### config.mk
export PLATFORM = sky130hd
export DESIGN_NAME = unsigned_divider_8bit
export DESIGN_NICKNAME = d
export VERILOG_FILES = /design/src/rtl/unsigned_divider_8bit.sv
export SDC_FILE = /design/constraint.sdc
export NUM_CORES = 1
export LEC_CHECK = 0
export BUFFER_PORTS_ARGS = -buffer_cell sky130_fd_sc_hd__buf_2
export CORE_UTILIZATION = 40
export DETAILED_ROUTE_END_ITERATION = 10
export HOLD_SLACK_MARGIN = 0.03
export PLACE_DENSITY_LB_ADDON = 0.3
export SKIP_CTS_REPAIR_TIMING = 1
export SLEW_MARGIN = 20
export SYNTH_ARGS = -nofsm -noshare
export SYNTH_HDL_FRONTEND = slang
export SYNTH_SLANG_ARGS = --single-unit
### constraint.sdc
create_clock -name clk -period 2.9 [get_ports clk]
set_input_delay 0.145 -clock clk [delete_from_list [all_inputs] [get_ports clk]]
set_output_delay 0.145 -clock clk [all_outputs]
set_load 0.01 [all_outputs]
### src/rtl/unsigned_divider_8bit.sv
// Iterative restoring divider: one quotient bit per cycle, MSB first; 9-cycle latency for WIDTH=8, 1 cycle on divide-by-zero.
// Backpressure: in_ready only in IDLE; the result is held stable in DONE until out_ready is sampled high.
module unsigned_divider_8bit #(
    parameter int WIDTH = 8
) (
    input  logic             clk,
    input  logic             rst_n,
    input  logic             in_valid,
    output logic             in_ready,
    input  logic [WIDTH-1:0] dividend,
    input  logic [WIDTH-1:0] divisor,
    output logic             out_valid,
    input  logic             out_ready,
    output logic [WIDTH-1:0] quotient,
    output logic [WIDTH-1:0] remainder,
    output logic             div_by_zero
);

    localparam int CW = $clog2(WIDTH + 1);
    localparam logic [CW-1:0] LAST = CW'(WIDTH - 1);

    typedef enum logic [1:0] {IDLE, CALC, DONE} state_t;

    state_t           r_state;
    state_t           w_state_nxt;
    logic [CW-1:0]    r_cnt;
    logic [WIDTH:0]   r_rem;
    logic [WIDTH-1:0] r_q;
    logic [WIDTH-1:0] r_div;
    logic             r_dbz;
    logic             w_accept;
    logic [WIDTH:0]   w_shift;
    logic [WIDTH:0]   w_trial;

    always_ff @(posedge clk) begin
        if (!rst_n) begin
            r_state <= IDLE;
            r_cnt   <= '0;
        end else begin
            r_state <= w_state_nxt;
            if (w_accept)
                r_cnt <= '0;
            else if (r_state == CALC)
                r_cnt <= r_cnt + 1'b1;
        end
    end

    always_comb begin
        w_state_nxt = r_state;
        in_ready    = 1'b0;
        out_valid   = 1'b0;
        w_accept    = 1'b0;
        unique case (r_state)
            IDLE: begin
                in_ready = 1'b1;
                if (in_valid) begin
                    w_accept    = 1'b1;
                    w_state_nxt = (divisor == '0) ? DONE : CALC;
                end
            end
            CALC: begin
                if (r_cnt == LAST)
                    w_state_nxt = DONE;
            end
            DONE: begin
                out_valid = 1'b1;
                if (out_ready)
                    w_state_nxt = IDLE;
            end
            default: w_state_nxt = IDLE;
        endcase
    end

    // {rem, q} shifted left by one; the remainder's top bit is always 0 between iterations
    assign w_shift = {r_rem[WIDTH-1:0], r_q[WIDTH-1]};
    assign w_trial = w_shift - {1'b0, r_div};

    always_ff @(posedge clk) begin
        if (!rst_n) begin
            r_rem <= '0;
            r_q   <= '0;
            r_div <= '0;
            r_dbz <= 1'b0;
        end else if (w_accept) begin
            r_div <= divisor;
            if (divisor == '0) begin
                r_q   <= '1;
                r_rem <= {1'b0, dividend};
                r_dbz <= 1'b1;
            end else begin
                r_q   <= dividend;
                r_rem <= '0;
                r_dbz <= 1'b0;
            end
        end else if (r_state == CALC) begin
            if (!w_trial[WIDTH]) begin
                r_rem <= w_trial;
                r_q   <= {r_q[WIDTH-2:0], 1'b1};
            end else begin
                r_rem <= w_shift;
                r_q   <= {r_q[WIDTH-2:0], 1'b0};
            end
        end
    end

    assign quotient    = r_q;
    assign remainder   = r_rem[WIDTH-1:0];
    assign div_by_zero = r_dbz;

endmodule

==> results.md, run 1 <==
- Maxcap violations: 0
- Detailed Route WL: 4340 µm
- Worst skew pair latency: 0.29 ns
- Outcome: complete, no violations
- Syn Inst Count: 212
- # DRC: 0
- Vias: 1638
- Layout area overhead: 16.7%
- Register area share after synthesis: 0.345
- Core area: 4320 µm²
- Final Hold Fails: 0
- Worst-Margin Slew: 0.571 ns
- First-pass GRT wire length: 7350 µm
- Hold Slack: 0.106 ns
- Iter 0 DRT Violations: 83
- Yosys warns: 0
- DR WL/cell: 14.4 µm
- Clk slew on worst S/H paths: 0.07 ns
- Peak supply drop: 276 µV
- Max Slew Vio Count: 0
- Final setup vio count: 0
- Largest net degree at the start of global routing: 27
- Netlist cell types: 47
- Fill cells: 463
- Mapped Area: 1800 µm²
- Die W: 69.0 µm
- RSZ-0062 raised after global routing: no
- Setup Skew: 0.00751 ns
- Pre-Repair DR Iteration Count: 4
- Antenna violations before repair: 0
- NumNets Final: 279
- Die H: 69.0 µm
- Fin util: 0.485
- Crit Path Max Fanout: 6
- Clock buffer depth: 2
- Register Area: 621 µm²
- PwrDens: 716 nW/µm²
- DIE AREA: 4770 µm²
- Peak Freq: 392 MHz
- CTS buffer count: 5
- Worst Setup End Kind: flop
- Worst Hold Class: in -> reg
- Initial core utilization: 0.416
- CTS tree: done
- Yosys reg bits: 31
- Placer Congestion: 0.872
- Antenna-violating nets left: 0
- Fin crit share: 0.880
- Worst path required time: 3.08 ns
- # diodes: 0
- Final WS setup: 0.347 ns
- Setup_tns: 0 ns
- HPWL after detailed placement: 3240 µm
- Buffers on Ports: 38
- Crit path time final: 2.55 ns
- Place WS: 0.351 ns
- Vias per std cell: 5.44
- Leak pwr: 0.908 nW
- Syn nets: 242
- Vias in the first global route: 1577
- Share of cells above drive strength 1: 0.237
- Congestion Overflow GR: 0
- Clock root buffer: clkbuf_8
- Count of flip-flops with a built-in enable after synthesis: 0
- Total GRT Usage: 0.194
- Ys flop type: dfxtp_1
- Slew HR: 0.619
- Worst EP arrival: 2.73 ns
- Mapped Avg Cell Area: 8.48 µm²
- Critical path class: reg -> reg
- Layout Cell Area excl Fill: 2100 µm²
- I/O pin count: 39
- Post-synth ARST share: 0
- Multi-input gate area: 1080 µm²
- Dpl cell area: 2010 µm²
- Clk sink count: 31
- Startpoint types: flop
- Std cell rows: 24
- H-tree depth: 2
==> through the flow <==
stage,cells,power [mW]
floorplan,212,1.02
global placement,294,1.15
detailed placement,294,1.16
CTS,301,1.51
global route,301,1.60
finish,301,1.50
==> layer usage <==
| layer | up-vias | global-route usage | wire [µm] |
|---|---|---|---|
| met5 | - | 0 | 0 |
| met4 | 0 | 0.0907 | 78 |
| met3 | 8 | 0.0365 | 183 |
| met2 | 41 | 0.325 | 2110 |
| met1 | 765 | 0.240 | 1970 |
| li1 | 824 | - | - |
==> synth_stat cells (2+ instances only) <==
cell,count,area share
a21oi_1,16,0.045
or4_1,2,0.0083
nor2b_1,3,0.010
nand2_1,28,0.058
a211oi_1,5,0.021
nor2_1,10,0.021
ha_1,9,0.063
nor3_2,2,0.011
clkbuf_1,5,0.010
xnor2_1,4,0.019
o21ai_0,17,0.047
and2_1,3,0.010
o22ai_1,9,0.031
a21boi_0,8,0.033
buf_6,2,0.013
mux2i_1,7,0.039
a211oi_2,2,0.014
xor2_1,5,0.024
dfxtp_1,31,0.35
a21o_1,3,0.013
a31oi_1,4,0.014
inv_1,11,0.023
nand2b_1,2,0.0070
==> critical path: stages, from the launching register on <==
cell and delay, ns:
dfxtp_1 0.32, inv_1 0.07, ha_1 0.16, inv_1 0.05, fa_1 0.42, a211oi_2 0.27, nor3_2 0.09, mux2i_1 0.17
o2111a_1 0.38, buf_4 0.22, mux2i_1 0.21, a211oi_1 0.09
==> state kept, by name, summed over array words and instances, names as in the netlist <==
register	cells
quotient	8
r_state	2
r_div	8
div_by_zero	1
r_rem	8
r_cnt	4
==> final timing paths <==
kind | cells past startpoint | startpoint | slack, ns | to
worst max-delay path | 11 | quotient[7] | 0.35 | r_rem[5]
worst min-delay path | 3 | divisor[2] | 0.11 | r_div[2]
worst max register to register | 11 | quotient[7] | 0.35 | r_rem[5]
worst min register to register | 2 | r_div[2] | 0.46 | r_div[2]
==> cell families (layout without fill, tap and decap cells) <==
kind of cell | after synthesis | count (layout) | share of synthesized area
flops | 31 | 31 | 0.345
compound gates | 72 | 72 | 0.254
fa+ha+maj | 10 | 10 | 0.0738
xor+xnor | 9 | 9 | 0.0438
mux | 8 | 8 | 0.0473
buf+inv | 21 | 58 | 0.0550
simple gates | 61 | 61 | 0.181
==> power breakdown <==
part           internal [mW]  switching [mW]
Combinational          0.292           0.333
Sequential             0.476          0.0501
Clock                  0.186           0.165
==> layout make-up <==
| class | instances | area share |
|---|---|---|
| Multi-Input combinational cell | 160 | 0.514 |
| Sequential cell | 31 | 0.296 |
| Timing Repair Buffer | 40 | 0.0978 |
| Clock buffer | 6 | 0.0394 |
| Tap cell | 52 | 0.0310 |
| Inverter | 11 | 0.0197 |
| Clock inverter | 1 | 0.00239 |
==> cell usage in the layout, fill, tap and decap left out, drive strengths merged, types with 3 or more instances in the layout <==
cell type / synthesis / routed
a211oi: 7 / 7
a21boi: 8 / 8
a21o: 3 / 3
a21oi: 16 / 16
a31oi: 4 / 4
and2: 3 / 3
buf: 5 / 40
clkbuf: 5 / 6
dfxtp: 31 / 31
ha: 9 / 9
inv: 11 / 11
mux2i: 7 / 7
nand2: 28 / 28
nor2: 11 / 11
nor2b: 4 / 4
nor3: 3 / 3
o21ai: 18 / 18
o22ai: 9 / 9
xnor2: 4 / 4
xor2: 5 / 5
(Power assumes the default switching activity.)
==> run 2: changes to the inputs <==
Clock period 2.9 ns to 2.5 ns, I/O delays scaled along.
==> run 2 against run 1 <==
Net effect: first-iteration DRC count is 8.4% lower; cell count grew 2.3%; global-route usage is 0.52 points lower; largest power group unchanged.
==> results.md, run 2 (synthesis gave the netlist of run 1 again) <==
- Worst path slowest cell: fa_2
- Peak Freq: 421 MHz (+7.4%)
- Worst skew pair latency: 0.28 ns (about the same)
- Pre-Repair DR Iteration Count: 4 (unchanged)
- PwrDens: 839 nW/µm² (+17%)
- Largest net degree at the start of global routing: 27 (unchanged)
- Worst path max stage delay: 0.38 ns (-0.04 ns)
- R2R Setup Slk: 0.12 ns (-0.23 ns)
- Most common cell after layout, fill and taps aside: buf_2
- Worst setup path endpoint: r_rem[0]
- DIE AREA: 4770 µm² (unchanged)
- First-pass GRT wire length: 7180 µm (-2.3%)
- Worst EP arrival: 2.57 ns (-0.16 ns)
- H-tree depth: 2 (unchanged)
- Initial core utilization: 0.416 (unchanged)
- Worst Hold Class: in -> reg
- Critical Path Start: quotient[7]
- Clk pwr share: 0.238 (+0.005)
- Congestion Overflow GR: 0 (unchanged)
- Dpl cell area: 2030 µm² (+1.1%)
- CTS tree: done
- Vias in the first global route: 1608 (+2.0%)
- Slew HR: 0.636 (+0.0171)
- Seq pwr share: 0.334 (-0.016)
- Crit Path Max Fanout: 5 (-1)
- Layout Cell Area excl Fill: 2170 µm² (+3.6%)
- Leak pwr: 0.941 nW (+3.6%)
- # diodes: 0 (unchanged)
- Setup Skew: 0.00406 ns (-0.00345 ns)
- Switching share of power: 0.345 (-0.0202)
- I/O pin count: 39 (unchanged)
- CTS buffer count: 5 (unchanged)
- Worst Setup End Kind: flop
- Antenna violations before repair: 0 (unchanged)
- Commonest non-fill, non-tap cells in the layout: buf_2 (38), dfxtp_1 (29), nand2_1 (28)
- Fin cells: 308 (+2.3%)
- Iter 0 DRT Violations: 76 (-8.4%)
- DR WL/cell: 13.8 µm (-4.1%)
- Worst path required time: 2.69 ns (-0.39 ns)
- Crit path top cell by count: a211oi_2
- Final setup vio count: 0 (unchanged)
- Comb pwr share: 0.428 (+0.012)
- Placer Congestion: 0.836 (-4.2%)
- Antenna-violating nets left: 0 (unchanged)
- Crit path time final: 2.38 ns (-0.175 ns)
- Total GRT Usage: 0.189 (-0.00523)
- Worst R2R Start: quotient[7]
- Layout area overhead: 20.9%
- Detailed Route WL: 4260 µm (-1.9%)
- Path depth of the worst reg2reg path: 10 (-1)
- Clock buffer depth: 2 (unchanged)
- Crit-path cells: inv_2, ha_4, inv_1, fa_2, a211oi_2, nor3_2, mux2i_1, o2111a_2, mux2_4, a211oi_2
- Worst-Margin Slew: 0.546 ns (-0.0256 ns)
- Maxcap violations: 0 (unchanged)
- Std cell rows: 24 (unchanged)
- Share of cells above drive strength 1: 0.277 (+0.0404)
- Placed Cells: 297 (+1.0%)
- Clk sink count: 31 (unchanged)
- Final Hold Fails: 0 (unchanged)
- RR Endpoint: r_rem[0]
- Clock root buffer: clkbuf_8
- Die H: 69.0 µm (unchanged)
- Int Power: 1.20 mW (+25%)
- HPWL after detailed placement: 3180 µm (-1.9%)
- # DRC: 0 (unchanged)
- Peak supply drop: 375 µV (+36%)
- Vias per std cell: 5.29 (-2.8%)
- Die W: 69.0 µm (unchanged)
- Max Slew Vio Count: 0 (unchanged)
- Clk slew on worst S/H paths: 0.06 ns (about the same)
- Startpoint types: flop
- Core area: 4320 µm² (unchanged)
- Buffers on Ports: 38 (unchanged)
- Psw: 0.629 mW (+15%)
- NumNets Final: 285 (+2.2%)
- Vias: 1629 (-0.55%)
- Fin crit share: 0.951 (+0.0709)
- Outcome: complete, no violations
- Critical path class: reg -> reg
run 2: area by class of cell:
class	count	area (µm²)
Timing Repair Buffer	46	250
Fill cell	427	2150
Tap cell	52	65.1
Multi-Input combinational cell	160	1090
Sequential cell	31	623
Clock buffer	8	100
Inverter	11	41.3
run 2: worst max-delay path, delay by kind of cell (launching register included):
kind	cells	cell delay [ns]
DFF	1	0.33
buffers and inverters	2	0.12
and+or+nand+nor	1	0.09
AOI/OAI and AO/OA	3	0.77
adders and majority gates	2	0.51
muxes	2	0.48
run 2: stage by stage:
step	setup TNS [ns]	power, mW	utilization	setup slack (ns)	hold WS [ns]
final	0	1.82	0.503	0.122	0.0930
after global routing	-0.0296	1.95	0.503	-0.0193	0.0984
after CTS	-0.0546	1.82	0.493	-0.0523	0.0877
after detailed placement	0	1.38	0.470	0.0253	0.394
after global placement	0	1.37	0.470	0.0529	0.389
after floorplan	0	1.18	-	0.120	0.269
run 2: power groups by stage:
stage          registers, mW  logic, mW  clock network (mW)
6_report               0.610      0.780               0.434
5_1_grt                0.621      0.859               0.468
4_1_cts                0.609      0.767               0.448
3_5_place_dp           0.619      0.762                   0
3_3_place_gp           0.620      0.755                   0
2_1_floorplan          0.627      0.554                   0
run 2: worst min-delay path by stage:
stage                     startpoint  endpoint  cells past startpoint
after floorplan                rst_n  r_rem[5]                      2
after global routing      divisor[0]  r_div[0]                      3
after global placement    divisor[2]  r_div[2]                      3
after CTS                 divisor[2]  r_div[2]                      3
after detailed placement  divisor[2]  r_div[2]                      3
final                     divisor[2]  r_div[2]                      3
run 2: routing by layer:
layer	vias up	track usage	share of wire
met1	749	0.226	0.45
li1	838	-	-
met2	35	0.325	0.50
met5	-	0	0
met4	0	0.0794	0.014
met3	7	0.0409	0.041
